<file path="config.mk">
export PLATFORM = sky130hd
export DESIGN_NAME = mc_ctrl_fsm
export DESIGN_NICKNAME = d
export VERILOG_FILES = /design/src/rtl/mc_ctrl_fsm.sv
export SDC_FILE = /design/constraint.sdc
export NUM_CORES = 1
export LEC_CHECK = 0
export CAP_MARGIN = 10
export CORE_ASPECT_RATIO = 0.75
export CORE_MARGIN = 2
export CORE_UTILIZATION = 30
export DETAILED_ROUTE_END_ITERATION = 10
export PLACE_DENSITY = 0.58
export SLEW_MARGIN = 20
export SYNTH_ARGS = -nofsm -noshare
export SYNTH_HDL_FRONTEND = slang
export SYNTH_SLANG_ARGS = --single-unit
</file>
<file path="constraint.sdc">
create_clock -name CLK -period 2.3 [get_ports CLK]
set_input_delay 0.345 -clock CLK [delete_from_list [all_inputs] [get_ports CLK]]
set_output_delay 0.345 -clock CLK [all_outputs]
set_load 0.05 [all_outputs]
</file>
<file path="src/rtl/mc_ctrl_fsm.sv">
// mc_ctrl_fsm: multi-cycle MIPS control FSM with ready handshakes, wait timeout and perf counters
// Ports: CLK/RST (sync, active-high); op/func/zero from IR and ALU; imem_ready/dmem_ready handshakes;
//        datapath strobes and selects (PCWre, IRWre, RegWre, PCSrc, RegDst, WrRegDSrc, DBDataSrc,
//        ALUSrcB, ExtSel, ALUOp), memory requests, halted/fault status, instr_cnt/cycle_cnt counters.
module mc_ctrl_fsm #(
  parameter int TIMEOUT = 8,
  parameter int TO_W = 4,
  parameter int CNT_W = 32
) (
  input  logic             CLK,
  input  logic             RST,
  input  logic [5:0]       op,
  input  logic [5:0]       func,
  input  logic             zero,
  input  logic             imem_ready,
  input  logic             dmem_ready,
  output logic             imem_req,
  output logic             dmem_req,
  output logic             dmem_we,
  output logic             PCWre,
  output logic             IRWre,
  output logic             RegWre,
  output logic [1:0]       PCSrc,
  output logic [1:0]       RegDst,
  output logic             WrRegDSrc,
  output logic             DBDataSrc,
  output logic             ALUSrcB,
  output logic             ExtSel,
  output logic [3:0]       ALUOp,
  output logic             halted,
  output logic             fault,
  output logic [CNT_W-1:0] instr_cnt,
  output logic [CNT_W-1:0] cycle_cnt
);
  typedef enum logic [2:0] {S_IF, S_ID, S_EXE, S_MEM, S_WB, S_HALT, S_FAULT} state_t;
  localparam logic [TO_W-1:0] TO = TO_W'(TIMEOUT);
  state_t state, nxt;
  logic [TO_W-1:0] wcnt;
  logic rtype, is_jr, valid_r, is_addi, is_lw, is_sw, is_beq, is_j, is_jal, is_halt, legal, imm_op, alu_hold;
  logic [3:0] alu_op;
  assign rtype   = op == 6'b000000;
  assign is_jr   = rtype && func == 6'b001000;
  assign valid_r = rtype && (func == 6'b100000 || func == 6'b100010 || func == 6'b100100 ||
                             func == 6'b100101 || func == 6'b101010 || func == 6'b001000);
  assign is_addi = op == 6'b001000;
  assign is_lw   = op == 6'b100011;
  assign is_sw   = op == 6'b101011;
  assign is_beq  = op == 6'b000100;
  assign is_j    = op == 6'b000010;
  assign is_jal  = op == 6'b000011;
  assign is_halt = op == 6'b111111;
  assign legal   = valid_r | is_addi | is_lw | is_sw | is_beq | is_j | is_jal | is_halt;
  assign imm_op  = is_addi | is_lw | is_sw;
  assign alu_op  = is_beq ? 4'b0001 :
                   !rtype ? 4'b0000 :
                   func == 6'b100010 ? 4'b0001 :
                   func == 6'b100100 ? 4'b0100 :
                   func == 6'b100101 ? 4'b0101 :
                   func == 6'b101010 ? 4'b0110 : 4'b0000;
  assign alu_hold = state == S_EXE || state == S_MEM || state == S_WB;
  always_ff @(posedge CLK)
    state <= RST ? S_IF : nxt;
  // ready beats the timeout because the ready check comes first in each wait state
  always_comb begin
    nxt = state;
    case (state)
      S_IF:    nxt = imem_ready ? S_ID : (wcnt == TO ? S_FAULT : S_IF);
      S_ID:    nxt = !legal ? S_FAULT : is_halt ? S_HALT : (is_j | is_jal | is_jr) ? S_IF : S_EXE;
      S_EXE:   nxt = is_beq ? S_IF : (is_lw | is_sw) ? S_MEM : S_WB;
      S_MEM:   nxt = dmem_ready ? (is_sw ? S_IF : S_WB) : (wcnt == TO ? S_FAULT : S_MEM);
      S_WB:    nxt = S_IF;
      default: nxt = state;
    endcase
  end
  always_comb begin
    imem_req  = 1'b0;
    dmem_req  = 1'b0;
    dmem_we   = 1'b0;
    PCWre     = 1'b0;
    IRWre     = 1'b0;
    RegWre    = 1'b0;
    PCSrc     = 2'b00;
    RegDst    = 2'b00;
    WrRegDSrc = 1'b0;
    DBDataSrc = 1'b0;
    ALUSrcB   = alu_hold && imm_op;
    ExtSel    = alu_hold && imm_op;
    ALUOp     = alu_hold ? alu_op : 4'b0000;
    halted    = state == S_HALT;
    fault     = state == S_FAULT;
    case (state)
      S_IF: begin
        imem_req = 1'b1;
        IRWre    = imem_ready;
      end
      S_ID: begin
        PCWre  = is_j | is_jal | is_jr;
        PCSrc  = is_jr ? 2'b11 : (is_j | is_jal) ? 2'b10 : 2'b00;
        RegWre = is_jal;
      end
      S_EXE: begin
        PCWre = is_beq;
        PCSrc = (is_beq && zero) ? 2'b01 : 2'b00;
      end
      S_MEM: begin
        dmem_req = 1'b1;
        dmem_we  = is_sw;
        PCWre    = is_sw && dmem_ready;
      end
      S_WB: begin
        RegWre    = 1'b1;
        WrRegDSrc = 1'b1;
        PCWre     = 1'b1;
        RegDst    = rtype ? 2'b10 : 2'b01;
        DBDataSrc = is_lw;
      end
      default: ;
    endcase
  end
  // counts consecutive not-ready cycles within one IF or MEM visit
  always_ff @(posedge CLK)
    wcnt <= (RST || nxt != state) ? '0 :
            ((state == S_IF && !imem_ready) || (state == S_MEM && !dmem_ready)) ? wcnt + TO_W'(1) : wcnt;
  // halt retires without a PC load, so its entry is counted explicitly
  always_ff @(posedge CLK)
    if (RST) begin
      instr_cnt <= '0;
      cycle_cnt <= '0;
    end else begin
      if (state != S_HALT && state != S_FAULT) cycle_cnt <= cycle_cnt + CNT_W'(1);
      if (PCWre || (state == S_ID && nxt == S_HALT)) instr_cnt <= instr_cnt + CNT_W'(1);
    end
endmodule

</file>
* After elaboration in Yosys (flattened, before gate mapping)
Cells that the tools add are included.
** Cells by class
- Reduce and logical (&&, ||, !) cells :: 23
- Magnitude comparators :: 0
- Shift-type cells :: 0
- Multipliers :: 0
- Mux-type cells :: 32
- Div/mod/pow operators :: 0
- Bitwise gates (word level) :: 12
- Equal/unequal tests :: 24
- Add/subtract/negate cells :: 3
** Operators by type and width (count)
- adder 32 x 1 -> 32 bit, second input constant :: 2
- == test 6 bit, second input constant :: 8
- two-way mux 3 bit :: 16
- one-hot mux 3 bit (5 select lines) :: 1
- == test 3 bit, second input constant :: 4
- == test 6 x 2 -> 1 bit, second input constant :: 2
- == test 6 x 4 -> 1 bit, second input constant :: 2
- OR 1 bit :: 12
- logical OR 1 bit :: 10
- two-way mux 2 bit :: 5
- logical AND 1 bit :: 9
- two-way mux 1 bit :: 7
- == test 3 x 2 -> 1 bit, second input constant :: 2
- == test 6 x 3 -> 1 bit, second input constant :: 1
- logical NOT 6 bit :: 1
- != test 3 bit, second input constant :: 2
- adder 4 x 1 -> 4 bit, second input constant :: 1
- == test 4 bit, second input constant :: 1
- one-hot mux 1 bit (4 select lines) :: 1
- one-hot mux 2 bit (2 select lines) :: 1
- == test 3 x 1 -> 1 bit, second input constant :: 1
- logical NOT 3 bit :: 1
- != test 3 bit :: 1
- logical NOT 1 bit :: 2
- one-hot mux 1 bit (2 select lines) :: 1
** Word-level totals
- Input bits :: 17
- Word-level logic and storage cells :: 98
- Memory bits (read-only) :: 0
- Register bits after elaboration :: 71
- Memories kept :: 0
- Latch bits :: 0
- RAM bits :: 0

* Longest topological paths before layout
Gate-level depths: netlist (run 1).
- Depth after elaboration :: 19
- Gate-level depth with buffers :: 10

* Worst setup path after synthesis (run 1)
OpenSTA, ideal clock, no wires.
- Path kind :: input to output
- Start :: input op[2]
- End :: output RegWre
- Arrival :: 2.472 ns
- Cell stages on the path :: 3
- Path slack :: -0.517 ns
- Path buffers :: 0
- Data required time :: 1.955 ns
- Path through :: or4_4 or4_4 o21ai_0
** Between the ends
- Word-level cells in the longest chain between the ends :: 2
** Ends and longest elaborated chain
- from (decl) :: line 12 : input logic [5:0] op,
- == test 6 x 2 -> 1 bit :: line 50 : assign is_jal = op == 6'b000011;
- one-hot mux 1 bit (2 select lines) :: line 91 : case (state)
- to (decl) :: line 22 : output logic RegWre,
No other way between the ends.

* Worst setup path after layout (run 1)
- Start :: input op[4]
- End :: output PCWre
** Between the ends
- Word-level cells in the longest chain between the ends :: 4
- Elaborated cells between the ends (all ways) :: 10
- Those cells by class :: eq/ne: 4; mux: 1; bitwise: 2; reduce/logical: 3
** Ends and longest elaborated chain
- == test 6 x 2 -> 1 bit, or another cell as far along :: line 49 : assign is_j = op == 6'b000010;
- OR 1 bit or logical AND 1 bit (tied branches) :: line 97, 42
- OR 1 bit :: line 97 : PCWre = is_j | is_jal | is_jr;
- one-hot mux 1 bit (4 select lines) (*) :: line 91
- to (decl) :: line 20 : output logic PCWre,
Mark *: on every way between the ends. The rest lies on a longest branch, timed or not.

==> results.ini, run 1 <==
[drt]
drtIter0Drc = 255
dr.pass1.iters = 4
detail-route-antenna-nets = 0
wl_um = 11600
vias = 4078
drc = 0
wl_per_cell_um = 14.6
viasPerCell = 5.12

[run]
max-cap-violations = 0

[critical_path]
start_kind = input pin
endpoint = PCWre
end_kind = primary output
criticalPathCategory = input pin to primary output
cp_max_fo = 4
worstReg2RegStart = state[0]
r2r_setup_slack_ns = 0.13
r2r_cells = 7
crit_arrival_ns = 2.06
crit_start = op[4]
critPathRequiredTime_ns = 1.96
reg2reg_to = instr_cnt[15]

[yosys]
avgSynthCellArea_um2 = 7.94
synth_enable_flop_cells = 0
ys_warn_count = 0
yosys.cell_types.count = 55
synth.net_count = 490
ys_seq_area_frac = 0.382
ys_ff_latch = 71
synth_area_um2 = 3720
syn-instance-count = 469
synthFlopType = dfxtp_1
async_flop_share = 0

[grt]
grt-ovfl-total = 0
antenna_found_initial = 0
grt_pass1_vias = 3845
track_usage = 0.172
grt_start_max_net_pins = 45
grt_pass1_wl_um = 18800

[floorplan]
initial_core_util = 0.306
die_w_um = 133
rows = 35
dieHeight_um = 100
ios = 101
coreArea_um2 = 12200
fp.dieArea_um2 = 13300

[timing]
worst_slack_ns = -0.107
hold-worst-slack_ns = 0.394
tightestPinTransition_ns = 0.541
drv_slew = 0
clock_skew_ns = 0.00715
rsz0062_at_grt = yes
slew-limit-headroom = 0.640
setup_viol = 16
finalCritPeriodShare = 1.05
finalHoldViolCount = 0
tns_ns = -0.577
post-route-min-period_ns = 2.41
fmax_ghz = 0.416

[clock_tree]
ctsHoldBuffers = 0
cts.sinks = 71
clkLatencyLatePin_ns = 0.33
clockBufferDepth = 2
cts-root-buf = clkbuf_16
clk_pin_slew_ns = 0.05
h-tree-depth = 3
cts_tree = yes
cts_buffers = 9

[final_layout]
finalNonFillerCells = 796
syn2layout_area_growth_pct = 66.7
layout-drive-gt1-share = 0.263
num_antenna_cells = 0
fin_nets = 646
fillerInstances = 1178
fin_util = 0.510

[power]
p_per_area_nw_per_um2 = 615
p_switching_w = 0.00109
sw_frac_of_total = 0.285
ir_worst_vdd_v = 0.000381
leakagePower_nw = 2.20
internal_power_w = 0.00273
pwr-share-clk = 0.425
comb_power_share = 0.235
seq_power_share = 0.341

[hold_path]
hp-class = input pin to flip-flop
holdPathStages = 3

[place]
dp_cells = 766
place_congestion = 0.834
dp_slack_ns = -0.707
io_buffers = 99
dpl.hpwl_um = 8100

[run_status]
status = complete, but fails checks
violations = setup timing

-- what timing repair did --
action,4_1_cts,5_1_grt
pin swaps,7,22
setup buffers,3,8
cloned,1,2
resized for setup,30,42
setup endpoints to repair,41,43
endpoints found under the hold margin,0,0
-- logic make-up after synthesis --
group                    share of synthesized area
AO/OA/AOI/OAI                                0.158
XOR/XNOR                                    0.0871
AND/OR/NAND/NOR                              0.306
other                                      0.00101
buffers and inverters                       0.0444
multiplexers                               0.00840
flip-flops                                   0.382
adder cells (fa/ha/maj)                     0.0134
-- how the worst min path moves through the flow --
stage               endpoint          start
3_5_place_dp   instr_cnt[19]  instr_cnt[19]
4_1_cts              wcnt[2]            RST
3_3_place_gp   instr_cnt[19]  instr_cnt[19]
5_1_grt              wcnt[0]            RST
2_1_floorplan        wcnt[1]        wcnt[1]
6_report             wcnt[2]            RST
-- area by class of cell --
type / count / area (um2) / share of cell area
Timing Repair Buffer: 164 / 1670 / 0.269
Multi-Input combinational cell: 360 / 2470 / 0.399
Inverter: 19 / 71.3 / 0.0115
Clock buffer: 10 / 239 / 0.0385
Sequential cell: 71 / 1440 / 0.232
Clock inverter: 6 / 108 / 0.0173
Tap cell: 166 / 208 / 0.0335
-- cell usage after synthesis (2+ instances only) --
cell | count | area, um2
buf_2 | 3 | 15.0
nor3_1 | 22 | 110
clkbuf_1 | 16 | 60.1
mux2i_1 | 2 | 20.0
o21ai_0 | 13 | 65.1
a31oi_1 | 4 | 25.0
and2_1 | 5 | 31.3
or3_1 | 20 | 125
or4_1 | 12 | 90.1
xnor2_1 | 18 | 158
and3_1 | 13 | 81.3
o31ai_1 | 12 | 90.1
nor2b_1 | 2 | 12.5
nand3b_1 | 2 | 15.0
o311ai_1 | 2 | 17.5
dfxtp_1 | 71 | 1420
o211ai_1 | 3 | 22.5
or4_4 | 2 | 22.5
a21oi_1 | 38 | 190
nand2_1 | 29 | 109
xor2_1 | 19 | 166
ha_1 | 4 | 50.1
nor4_1 | 5 | 31.3
nor2_1 | 53 | 199
o21ai_1 | 9 | 45.0
and4_1 | 4 | 35.0
inv_1 | 18 | 67.6
nand3_1 | 21 | 105
buf_4 | 2 | 15.0
nand4_1 | 20 | 125
-- layout by cell type, fill, tap and decap left out, drive strengths merged, types with 5 or more instances in the layout --
cell type      count
clkbuf            10
clkdlybuf4s50     73
and3              13
nor3              22
nand3             21
a21oi             38
dfxtp             71
o21ai             23
or4               14
inv               19
xnor2             18
nand4             20
or3               20
nor2              53
xor2              19
and2               5
nor4               5
o31ai             14
buf               89
nand2             29
-- flip-flops by register name, summed over array words and instances, names as in the netlist --
signal / cells
cycle_cnt: 32
instr_cnt: 32
wcnt: 4
state: 3
-- critical path: stages --
cell     delay, ns
buf_6         0.09
or4_4         0.52
or4_4         0.51
o21ai_4       0.21
buf_6         0.13
or2_4         0.11
buf_12        0.13
-- power groups by stage --
| stage | clock network (W) | logic [W] | registers [W] |
|---|---|---|---|
| global route | 0.00171 | 0.000956 | 0.00130 |
| detailed placement | 0 | 0.000787 | 0.00132 |
| CTS | 0.00165 | 0.000824 | 0.00130 |
| floorplan | 0 | 0.000416 | 0.00136 |
| finish | 0.00162 | 0.000895 | 0.00130 |
| global placement | 0 | 0.000778 | 0.00132 |
-- metrics by stage --
stage / power, W / instance area, um2
after floorplan: 0.00177 / 3790
after global placement: 0.00210 / 5440
after detailed placement: 0.00211 / 5450
after CTS: 0.00377 / 5900
after global routing: 0.00397 / 6200
final: 0.00381 / 6200
-- metal layers --
layer	global-route usage	wire (um)	up-vias
met1	0.237	5710	1962
met3	0.0463	567	8
met2	0.267	5260	85
met4	0.0471	93	0
li1	-	-	2023
met5	0	0	-
No activity file was read; power rests on OpenSTA's default activity.
==> inputs of run 2 (changes only) <==
- CTS_CLUSTER_DIAMETER: not set -> 150
- RECOVER_POWER: not set -> 100
==> run 2 against run 1 <==
  * The run still ends with setup timing left
  * Sequential share of layout area about the same
  * Wire length about the same
  * Hold slack worse by 0.0010 ns
  * Power about the same
  * Die area unchanged
  * Clock skew up 0.00054 ns
  * Combinational power down 0.4%
  * Register-to-register slack worse by 0.07 ns
  * Non-clock buffer count unchanged
  * Sequential power about the same
  * Via count about the same
==> results.ini, run 2 (synthesized netlist as in run 1, its figures left out) <==
[power]
p_per_area_nw_per_um2 = 615  ; about the same
ir_worst_vdd_v = 0.000381  ; +0.10%
leakagePower_nw = 2.19  ; -0.40%

[drt]
wl_um = 11600  ; about the same
wl_per_cell_um = 14.6  ; about the same
dr.pass1.iters = 4  ; unchanged
detail-route-antenna-nets = 0  ; unchanged
viasPerCell = 5.12  ; about the same
vias = 4079  ; +0.025%
drc = 0  ; unchanged
drtIter0Drc = 256  ; +0.39%

[critical_path]
criticalPathCategory = input pin to primary output
start_kind = input pin
cp_max_fo = 4  ; unchanged
critPathRequiredTime_ns = 1.96  ; about the same
end_kind = primary output
crit_arrival_ns = 2.06  ; about the same

[place]
io_buffers = 99  ; unchanged
dpl.hpwl_um = 8100  ; unchanged
place_congestion = 0.834  ; unchanged
dpl_cell_area_um2 = 5450  ; unchanged
dp_cells = 766  ; unchanged

[grt]
grt_start_max_net_pins = 45  ; unchanged
grt_pass1_vias = 3845  ; unchanged
track_usage = 0.172  ; unchanged
antenna_found_initial = 0  ; unchanged
grt_pass1_wl_um = 18800  ; unchanged
grt-ovfl-total = 0  ; unchanged

[timing]
finalCritPeriodShare = 1.05  ; unchanged
tightestPinTransition_ns = 0.583  ; +0.0426 ns
rsz0062_at_grt = yes
drv_slew = 0  ; unchanged
post-route-min-period_ns = 2.41  ; unchanged
setup_viol = 16  ; unchanged
finalHoldViolCount = 0  ; unchanged
fmax_ghz = 0.416  ; unchanged
slew-limit-headroom = 0.611  ; -0.0284
clock_skew_ns = 0.00770  ; +0.000543 ns
worst_slack_ns = -0.107  ; unchanged

[floorplan]
initial_core_util = 0.306  ; unchanged
ios = 101  ; unchanged
coreArea_um2 = 12200  ; unchanged
fp.dieArea_um2 = 13300  ; unchanged
rows = 35  ; unchanged
die_w_um = 133  ; unchanged
dieHeight_um = 100  ; unchanged

[final_layout]
num_antenna_cells = 0  ; unchanged
fin_nets = 646  ; unchanged
finalNonFillerCells = 796  ; unchanged
layout_common_cells = 73 x clkdlybuf4s50_1, 60 x dfxtp_1, 58 x buf_4
regArea_um2 = 1440  ; unchanged
layout_commonest_cell = clkdlybuf4s50_1
multi_input_area_um2 = 2470  ; unchanged
finalInstanceArea_um2 = 6200  ; -0.12%
fillerInstances = 1182  ; +0.34%
layout-drive-gt1-share = 0.260  ; -0.00317
reg_top3 = cycle_cnt (32), instr_cnt (32), wcnt (4)
syn2layout_area_growth_pct = 66.5

[clock_tree]
ctsHoldBuffers = 0  ; unchanged
cts_buffers = 9  ; unchanged
cts.sinks = 71  ; unchanged
cts_tree = yes
clockBufferDepth = 2  ; unchanged
cts-root-buf = clkbuf_16
clk_pin_slew_ns = 0.05  ; about the same
clkLatencyLatePin_ns = 0.33  ; about the same
h-tree-depth = 3  ; unchanged

[run_status]
status = complete, but fails checks
violations = setup timing

[run]
max-cap-violations = 0  ; unchanged

[hold_path]
hp-class = input pin to flip-flop

-- run 2: changes by cell type in the layout (fill, tap and decap cells not counted), sizes merged --
cell,change
buf,-2
clkbuf,+2
-- run 2: metrics by stage --
stage | hold slack, ns | total power, W | setup TNS [ns] | utilization | worst slack [ns]
2_1_floorplan | 0.526 | 0.00177 | -2.31 | - | -0.186
3_3_place_gp | 0.477 | 0.00210 | -22.05 | 0.447 | -0.722
3_5_place_dp | 0.489 | 0.00211 | -22.68 | 0.448 | -0.707
4_1_cts | 0.387 | 0.00377 | -0.597 | 0.484 | -0.101
5_1_grt | 0.407 | 0.00396 | -2.58 | 0.509 | -0.149
6_report | 0.393 | 0.00381 | -0.571 | 0.509 | -0.107
-- run 2: critical path, cell delays in order --
cell	delay (ns)
buf_6	0.09
or4_4	0.52
or4_4	0.51
o21ai_4	0.21
buf_6	0.13
or2_4	0.11
buf_12	0.13
-- run 2: power by group --
part / switching, W / total (W) / internal (W)
combinational: 0.000515 / 0.000891 / 0.000376
sequential: 0.0000377 / 0.00130 / 0.00126
clock: 0.000535 / 0.00162 / 0.00108
-- run 2: worst paths after layout --
| path | start | cells after the start | slack [ns] | to |
|---|---|---|---|---|
| worst max-delay path | op[4] | 7 | -0.11 | PCWre |
| worst min-delay path | RST | 3 | 0.39 | wcnt[0] |
| worst max register to register | state[1] | 7 | 0.06 | cycle_cnt[29] |
| worst min register to register | instr_cnt[19] | 2 | 0.50 | instr_cnt[19] |
-- run 2: layout make-up --
class                   instances  share of cell area
repair buffers                164               0.268
flip-flops and latches         71               0.232
inverters                      19              0.0115
clock inverters                 6              0.0174
multi-input cells             360               0.399
clock buffers                  10              0.0386
well taps                     166              0.0335
-- run 2: repair_timing --
| action | CTS | global route |
|---|---|---|
| gates resized for setup | 30 | 42 |
| gates cloned | 1 | 2 |
| buffers inserted | 3 | 8 |
| pin swaps | 7 | 22 |
| endpoints found under the setup margin | 41 | 43 |
-- run 2: metal layers --
metal  vias to the layer above  wire length [um]  GRT usage
met4                         0                93     0.0471
li1                       2021                 -          -
met5                         -                 0          0
met3                         8               558     0.0463
met1                      1970              5710      0.237
met2                        80              5270      0.267
==> inputs of run 3 (changes only) <==
- clock period: 2.3 -> 2 ns (I/O delays scaled with it)
==> run 3 against run 2 <==
  * The run still ends with setup timing left
  * Die area stayed put
  * Power is 6.5% higher
  * Wire length decreased by 0.16%
  * Sequential cell count unchanged
  * Combinational power rose by 27%
  * Non-clock buffer count rose by 32
  * Utilization rose by 0.91 points
  * Final cell count up 3.8%
==> results.ini, run 3 (synthesized netlist as in run 1, its figures left out) <==
[drt]
viasPerCell = 5.06  ; -1.3%
wl_per_cell_um = 14.1  ; -3.8%
dr.pass1.iters = 4  ; unchanged
detail-route-antenna-nets = 0  ; unchanged
drtIter0Drc = 246  ; -3.9%
wl_um = 11600  ; -0.16%
vias = 4176  ; +2.4%
drc = 0  ; unchanged

[grt]
track_usage = 0.172  ; -0.000527
grt_start_max_net_pins = 69  ; +53%
antenna_found_initial = 0  ; unchanged
grt_pass1_vias = 3789  ; -1.5%
grt_pass1_wl_um = 18800  ; -0.26%
grt-ovfl-total = 0  ; unchanged

[clock_tree]
clkLatencyLatePin_ns = 0.33  ; about the same
h-tree-depth = 3  ; unchanged
cts_tree = yes
clockBufferDepth = 2  ; unchanged
cts_buffers = 9  ; unchanged
cts.sinks = 71  ; unchanged
clk_pin_slew_ns = 0.06  ; about the same
cts-root-buf = clkbuf_16
ctsHoldBuffers = 0  ; unchanged

[final_layout]
num_antenna_cells = 0  ; unchanged
layout_commonest_cell = buf_4
reg_top3 = cycle_cnt (32), instr_cnt (32), wcnt (4)
syn2layout_area_growth_pct = 69.4
fillerInstances = 1150  ; -2.7%
layout-drive-gt1-share = 0.297  ; +0.0367
layout_common_cells = 64 x buf_4, 50 x nor2_1, 45 x dfxtp_1
fin_nets = 676  ; +4.6%

[critical_path]
cp.buffers_inverters = 3  ; unchanged
crit_cells = 9  ; +2
path_delay_family = simple AND/OR/NAND/NOR gates
r2r_setup_slack_ns = -0.17  ; -0.23 ns
crit_arrival_ns = 2.52  ; +0.46 ns
critPathMostFrequentCell = buf_6
cp_max_fo = 7  ; +3
endpoint = instr_cnt[18]
r2r_cells = 8  ; +1
criticalPathCategory = input pin to flip-flop
start_kind = input pin
cp_slowest_stage_delay_ns = 0.52  ; about the same
critPathSlowestCell = or4_4
critPathRequiredTime_ns = 2.26  ; +0.30 ns
end_kind = flip-flop
reg2reg_to = instr_cnt[28]
crit_start = op[4]
worstReg2RegStart = state[0]
path_cells = buf_6, or4_4, or4_4, o21ai_4, buf_6, buf_6, o311ai_4, or3_1, a21oi_1

[place]
dp_slack_ns = -0.976  ; -0.269 ns
place_congestion = 0.805  ; -3.6%
dpl.hpwl_um = 8190  ; +1.1%
io_buffers = 99  ; unchanged

[floorplan]
initial_core_util = 0.306  ; unchanged
rows = 35  ; unchanged
coreArea_um2 = 12200  ; unchanged
die_w_um = 133  ; unchanged
fp.dieArea_um2 = 13300  ; unchanged
ios = 101  ; unchanged
dieHeight_um = 100  ; unchanged

[hold_path]
hp-class = input pin to flip-flop

[timing]
drv_slew = 0  ; unchanged
finalCritPeriodShare = 1.13
slew-limit-headroom = 0.566  ; -0.0456
fmax_ghz = 0.442
setup_viol = 43  ; +27
tightestPinTransition_ns = 0.651  ; +0.0684 ns
clock_skew_ns = 0.00680  ; -0.000893 ns
worst_slack_ns = -0.260  ; -0.153 ns
post-route-min-period_ns = 2.26
rsz0062_at_grt = yes
finalHoldViolCount = 0  ; unchanged

[run]
max-cap-violations = 0  ; unchanged

[power]
ir_worst_vdd_v = 0.000667  ; +75%
leakagePower_nw = 2.42  ; +11%
p_total_w = 0.00406  ; +6.5%
p_per_area_nw_per_um2 = 644  ; +4.6%

[run_status]
status = complete, but fails checks
violations = setup timing

==> run 3: cell count changes in the layout (fill, tap and decap cells not counted), moves of 9 or more <==
cell and delta:
dfxtp_2 +15, clkbuf_2 +11, dlygate4sd3_1 +33, dfxtp_1 -15
clkdlybuf4s50_1 -42, clkbuf_1 +9
==> run 3: routing by layer <==
| metal | wire (um) | vias to the layer above | global-route usage |
|---|---|---|---|
| li1 | - | 2081 | - |
| met1 | 5720 | 1966 | 0.241 |
| met2 | 5150 | 110 | 0.261 |
| met3 | 538 | 19 | 0.0417 |
| met4 | 189 | 0 | 0.0496 |
| met5 | 0 | - | 0 |
==> run 3: layout make-up <==
type,count,area (um2),share of cell area
Clock buffer,12,236,0.0375
Sequential cell,71,1460,0.231
Clock inverter,4,22.5,0.00357
Tap cell,166,208,0.0329
Multi-Input combinational cell,358,2430,0.385
Inverter,19,75.1,0.0119
Timing Repair Buffer,196,1880,0.298
==> run 3: tightest hold or removal path, cell delays in order <==
cell and delay (ns):
buf_2 0.13, or4_4 0.16, nor3_2 0.04
==> run 3: worst min path at each step <==
stage | start | endpoint | slack, ns | depth (start not counted)
detailed placement | cycle_cnt[14] | cycle_cnt[14] | 0.49 | 2
global route | RST | wcnt[3] | 0.35 | 3
floorplan | RST | instr_cnt[31] | 0.51 | 2
global placement | instr_cnt[15] | instr_cnt[15] | 0.48 | 2
CTS | RST | wcnt[2] | 0.40 | 3
finish | RST | wcnt[3] | 0.35 | 3
==> run 3: what timing repair did <==
action                     4_1_cts  5_1_grt
gates resized for setup         60       32
pin swaps                       14       22
gates cloned                     0        1
setup endpoints to repair       51       59
hold endpoints to repair         0        0
setup buffers                    8        7
==> run 3: stage by stage <==
step | hold WS, ns | std cells | area, um2 | util | setup TNS, ns
2_1_floorplan | 0.508 | 469 | 3820 | - | -10.63
3_3_place_gp | 0.485 | 794 | 5730 | 0.471 | -33.09
3_5_place_dp | 0.495 | 794 | 5730 | 0.471 | -34.69
4_1_cts | 0.396 | 818 | 6220 | 0.511 | -7.94
5_1_grt | 0.350 | 826 | 6310 | 0.518 | -10.29
6_report | 0.353 | 826 | 6310 | 0.518 | -7.10
==> run 3: power breakdown <==
group          switching [W]  internal (W)  leakage (nW)
Sequential         0.0000421       0.00145         0.586
Combinational       0.000623      0.000511          1.70
Clock               0.000597      0.000834         0.126
Total                0.00126       0.00280          2.42
